[config.mk]
export PLATFORM = sky130hd
export DESIGN_NAME = multi_synch_edge_detect
export DESIGN_NICKNAME = d
export VERILOG_FILES = /design/src/rtl/multi_synch_edge_detect.sv
export SDC_FILE = /design/constraint.sdc
export NUM_CORES = 1
export LEC_CHECK = 0
export ABC_CLOCK_PERIOD_IN_PS = 800
export CAP_MARGIN = 0
export CORE_MARGIN = 1
export CORE_UTILIZATION = 43
export CTS_CLUSTER_DIAMETER = 100
export DETAILED_ROUTE_END_ITERATION = 10
export PLACE_DENSITY = 0.8
export RECOVER_POWER = 100
export SLEW_MARGIN = 20
export SYNTH_ARGS = -nofsm -noshare
export SYNTH_HDL_FRONTEND = slang
export SYNTH_SLANG_ARGS = --single-unit
export TNS_END_PERCENT = 1
[constraint.sdc]
create_clock -name clk -period 0.8 [get_ports clk]
set_input_delay 0.12 -clock clk [delete_from_list [all_inputs] [get_ports clk]]
set_output_delay 0.12 -clock clk [all_outputs]
set_load 0.01 [all_outputs]
[src/rtl/multi_synch_edge_detect.sv]
// Multi-channel synchroniser, debouncer and registered rise/fall/event pulse generator.
// Optional sticky event capture is enabled by defining STICKY_EVENT_EN.
module multi_synch_edge_detect #(
  parameter int CHANNELS    = 4,
  parameter int SYNC_STAGES = 2,
  parameter int DEB_CYCLES  = 1,
  parameter int RST_LEVEL   = 0
) (
  input  logic                  clk,
  input  logic                  rst,
  input  logic [CHANNELS-1:0]   asynch_in,
  input  logic [2*CHANNELS-1:0] edge_mode,
`ifdef STICKY_EVENT_EN
  input  logic [CHANNELS-1:0]   clr_sticky,
  output logic [CHANNELS-1:0]   evt_sticky,
`endif
  output logic [CHANNELS-1:0]   level_out,
  output logic [CHANNELS-1:0]   rise,
  output logic [CHANNELS-1:0]   fall,
  output logic [CHANNELS-1:0]   evt
);

  localparam int                  CNT_W    = $clog2(DEB_CYCLES + 1);
  localparam logic [CNT_W-1:0]    CNT_LAST = CNT_W'(DEB_CYCLES - 1);
  localparam logic [CHANNELS-1:0] RST_VEC  = (RST_LEVEL != 0) ? '1 : '0;

  logic [SYNC_STAGES-1:0][CHANNELS-1:0] sync_q;
  logic [CHANNELS-1:0]                  sync_lvl;
  logic [CNT_W-1:0]                     cnt [CHANNELS];
  logic [CHANNELS-1:0]                  differ;
  logic [CHANNELS-1:0]                  commit;
  logic [CHANNELS-1:0]                  mode_rise;
  logic [CHANNELS-1:0]                  mode_fall;

  // Stage 0 samples the raw pins; only the last stage feeds any logic.
  // NOTE: flops are written with non-blocking assignments so every stage
  // sees the previous cycle's value of its neighbour, whatever the statement order.
  always_ff @(posedge clk) begin
    if (rst) begin
      sync_q <= {SYNC_STAGES{RST_VEC}};
    end else begin
      sync_q <= {sync_q[SYNC_STAGES-2:0], asynch_in};
    end
  end

  assign sync_lvl = sync_q[SYNC_STAGES-1];
  assign differ   = sync_lvl ^ level_out;

  // NOTE: every always_comb output gets a default before the loop, so no latch
  // can be inferred for a channel or bit the loop might not cover.
  always_comb begin
    commit    = '0;
    mode_rise = '0;
    mode_fall = '0;
    for (int ch = 0; ch < CHANNELS; ch++) begin
      commit[ch]    = differ[ch] && (cnt[ch] == CNT_LAST);
      mode_rise[ch] = edge_mode[2*ch];
      mode_fall[ch] = edge_mode[2*ch+1];
    end
  end

  // A channel commits only after DEB_CYCLES consecutive disagreeing samples;
  // any agreeing sample drops the count back to zero.
  // NOTE: the counter array is tiny, so it is reset like plain flops; a pending
  // change must not survive rst.
  always_ff @(posedge clk) begin
    if (rst) begin
      level_out <= RST_VEC;
      rise      <= '0;
      fall      <= '0;
      evt       <= '0;
      for (int ch = 0; ch < CHANNELS; ch++) begin
        cnt[ch] <= '0;
      end
    end else begin
      for (int ch = 0; ch < CHANNELS; ch++) begin
        if (!differ[ch] || commit[ch]) begin
          cnt[ch] <= '0;
        end else begin
          cnt[ch] <= cnt[ch] + CNT_W'(1);
        end
      end
      level_out <= level_out ^ commit;
      rise      <= commit & sync_lvl;
      fall      <= commit & ~sync_lvl;
      evt       <= (commit & sync_lvl & mode_rise) | (commit & ~sync_lvl & mode_fall);
    end
  end

`ifdef STICKY_EVENT_EN
  // Set has priority over clear so an event landing with a clear is never lost.
  always_ff @(posedge clk) begin
    if (rst) begin
      evt_sticky <= '0;
    end else begin
      evt_sticky <= (evt_sticky & ~clr_sticky) | evt;
    end
  end
`endif

endmodule
# After elaboration in Yosys (flattened, before gate mapping)
# Memories as Yosys holds them, arrays and structs flattened.
# Cells that the tools add are included.
[classes]
addsub = 4
n_mux = 34
n_bitwise = 20
n_reduce_logical = 12
[ops]
columns = ["op", "n"]
rows = [
  ["$mux 1", 34],
  ["$and 4x4->4", 4],
  ["$or 1x1->1", 8],
  ["$xor 4x4->4", 2],
  ["$add 1x1->1 const B", 4],
  ["$logic_and 1x1->1", 4],
  ["$logic_not 1->1", 4],
  ["$logic_or 1x1->1", 4],
  ["$not 1->1", 4],
  ["$not 4->4", 1],
  ["$or 4x4->4", 1],
]
[totals]
regBits = 24
ramBits = 4
input_bits = 14
output_inout_bits = 16
wordCells = 77
mem_count = 1
[mem_list]
columns = ["memory", "words", "width", "rd", "rd_ports_with_merged_regs", "write_ports", "line", "source"]
rows = [
  ["cnt", 4, 1, 4, 0, 4, "29", "logic [CNT_W-1:0] cnt [CHANNELS];"],
]

# Logic depth before layout (Yosys ltp)
[logic_depth]
word_depth = 8
ltp_mapped = 2
mapped_depth_nobuf = 2

# Least setup slack after synthesis
# OpenSTA, ideal clock, no wires.
[synth_path]
path_kind = "register -> register"
startpoint = "register (tool-made name)"
endpoint = "register evt[0]"
setup_time_ps = 86
arrival_time_ps = 706
required_time_ps = 714
path_slack_ps = 9
stages_incl_launch_ff = 3
path_buffers = 0
period_less_slack_ps = 791
path_cell_list = "dfxtp_1 -> nand3b_1 -> a211oi_1"
[synth_rtl]
columns = ["item", "line", "source"]
rows = [
  ["to (signal assigned)", "86", "evt <= (commit & sync_lvl & mode_rise) | (commit & ~sync_lvl & mode_fall);"],
  ["to (decl)", "20", "output logic [CHANNELS-1:0] evt"],
]

==> reports/metrics.yaml <==
worst_hold_slack_ps: 349
cts.sinks: 28
achievable-frequency_ghz: 1.06
drt_pass1_iterations: 3
drt-vias-per-instance: 4.49
timing_hold_violations_final: 0
drive_above_1_share_pct: 43.9
timing.critical_path.max_delay_family: "flip-flops"
cap_viol_max_count: 0
synth_area_per_cell_um2: 13.7
crit_slowest_cell: "sky130_fd_sc_hd__edfxtp_1"
setup_tns_ps: -2520
number_of_antenna_violations_at_the_first_check_in_global_routing: 0
final.setup_skew_ps: 6.64
area_growth_syn_to_layout_pct: 47.6
post-route-cell-area_um2: 1370
clock_insertion_delay_worst_skew_ps: 320
route.detailed.drc: 0
timing.critical_path.required_ps: 1030
deepest_level_of_the_cts_h_tree: 1
port_buffers: 29
critical_path.max_fanout: 4
cts_buffers: 3
floorplan.io_pins: 30
worst_ir_drop_vdd_mv: 1.76
grt_setup_unrepaired: "true"
timing.setup.critical_path_class: "register to register"
mostFrequentLayoutCells: "19 x sky130_fd_sc_hd__dfxtp_1, 13 x sky130_fd_sc_hd__clkdlybuf4s50_1, 11 x sky130_fd_sc_hd__buf_2"
violations: "setup timing"
cellPowerDensity_nw_per_um2: 1920
syn-cell-area_um2: 928
post_drt_wl_per_cell_um: 11.7
layout_min_cycle_time_ps: 940
cts.hold.buffers_added: 0
grt_overflow_total: 0
die_w_um: 48.5
clock-root-buffer: "sky130_fd_sc_hd__clkbuf_4"
placement_rows: 16
grt_pass1_vias: 594
setup_ws_post_layout_ps: -140
grt_max_degree: 17
final-max-slew-violation-count: 0
cts_tree: "yes"
synth_seq_area_share_pct: 64.7
worst_setup_hold_path_clk_slew_ps: 140
max_stage_delay_ps: 480
finalWeightedCongestion: 0.744
synthDistinctLibCells: 11
die_y_um: 48.5
number_of_register_bits_inferred_by_synthesis: 28
timing.critical_path.from_type: "register"
crit_path_cell_trace: "buf_4 -> mux2i_1 -> nor2_1"
endpoint_kind: "register"
postRouteWirelength_um: 1640
vias: 633
final_min_period_over_clock_period_pct: 118
first_iter_violations: 13
num-nets-final: 129
floorplan.die_area_um2: 2350
diodes: 0
track_usage_pct: 15.5
fill_cells: 156
run_status: "finished with violations"
power.static_leakage_nw: 0.573
postSynthCellCount: 68
timing.final.setup_violations: 31
detailed_place_hpwl_um: 1070
worst_hold_path_type: "input pin to register"
initial_core_util_pct: 46.4
worstPathBufferInverterCount: 1
clock_path_buffers: 2
count_of_nets_left_with_antenna_violations_after_detail_routing: 0
synth.yosys.warnings: 0
fin_util_pct: 68.4
arrival_ps: 1170
grt_pass1_wl_um: 2670
layout.cells.most_common: "sky130_fd_sc_hd__dfxtp_1"
coreArea_um2: 2000
placed_cell_area_um2: 1310
==> path summary, 6_finish.rpt <==
| path | start | end | slack (ps) | cells after the start |
|---|---|---|---|---|
| max | cnt[0]$_SDFFCE_PN0P_ | register | -140 | 3 |
| min | edge_mode[4] | evt[2]$_SDFF_PP0_ | 350 | 3 |
| max reg2reg | cnt[0]$_SDFFCE_PN0P_ | register | -140 | 3 |
| min reg2reg | sync_q[2]$_SDFF_PP0_ | sync_lvl[2]$_SDFF_PP0_ | 470 | 1 |
==> routing by layer <==
metal  GRT usage, %  vias to the layer above  part of all wire (%)
li1               -                      325                     -
met1           17.9                      285                    41
met2           27.0                       19                    51
met3           2.83                        4                   5.4
met4           8.82                        0                   2.1
met5              0                        -                     0
==> layout make-up <==
class | instances | area (um2) | area share, %
tap | 27 | 33.8 | 2.47
sequential | 28 | 607 | 44.3
multi-input combinational | 44 | 364 | 26.6
clock inverter | 1 | 30.0 | 2.19
timing repair buffer | 38 | 313 | 22.8
clock buffer | 3 | 22.5 | 1.64
==> through the flow <==
step	setup WS (ps)	power, mW	instances
finish	-140	2.63	141
detailed placement	-332	1.74	135
global placement	-306	1.73	135
global route	-209	2.74	141
floorplan	8.94	1.62	74
CTS	-126	2.65	140
==> where the power goes <==
group          switching, mW  leakage (nW)  internal, mW
clock                  0.389        0.0279         0.507
combinational         0.0715         0.307         0.140
sequential            0.0423         0.237          1.48
==> Yosys cell counts, drive strengths merged <==
cell / count / area (um2)
dfxtp: 24 / 480
and2b: 8 / 70.1
nand3b: 8 / 60.1
nor4b: 8 / 82.6
a211oi: 4 / 30.0
edfxtp: 4 / 120
mux2i: 4 / 40.0
nor2: 4 / 15.0
buf: 2 / 22.5
conb: 2 / 7.51
==> logic make-up after synthesis <==
kind of cell           count (synthesis)  synth area share [%]
AO/OA/AOI/OAI                          4                  3.23
buffers and inverters                  2                  2.43
flip-flops                            28                  64.7
multiplexers                           4                  4.31
other                                  2                 0.809
AND/OR/NAND/NOR                       28                  24.5
==> what timing repair did <==
action	4_1_cts	5_1_grt
buffers inserted	1	1
pin swaps	7	0
gates cloned	0	0
resized for setup	78	3
endpoints found under the setup margin	29	37
==> tightest hold or removal path, delay by kind of cell <==
family	cells	cell delay [ps]
and+or+nand+nor	1	80
buffers and inverters	1	400
AOI/OAI and AO/OA	1	60
Note: power is estimated with default switching activity, not from simulation.
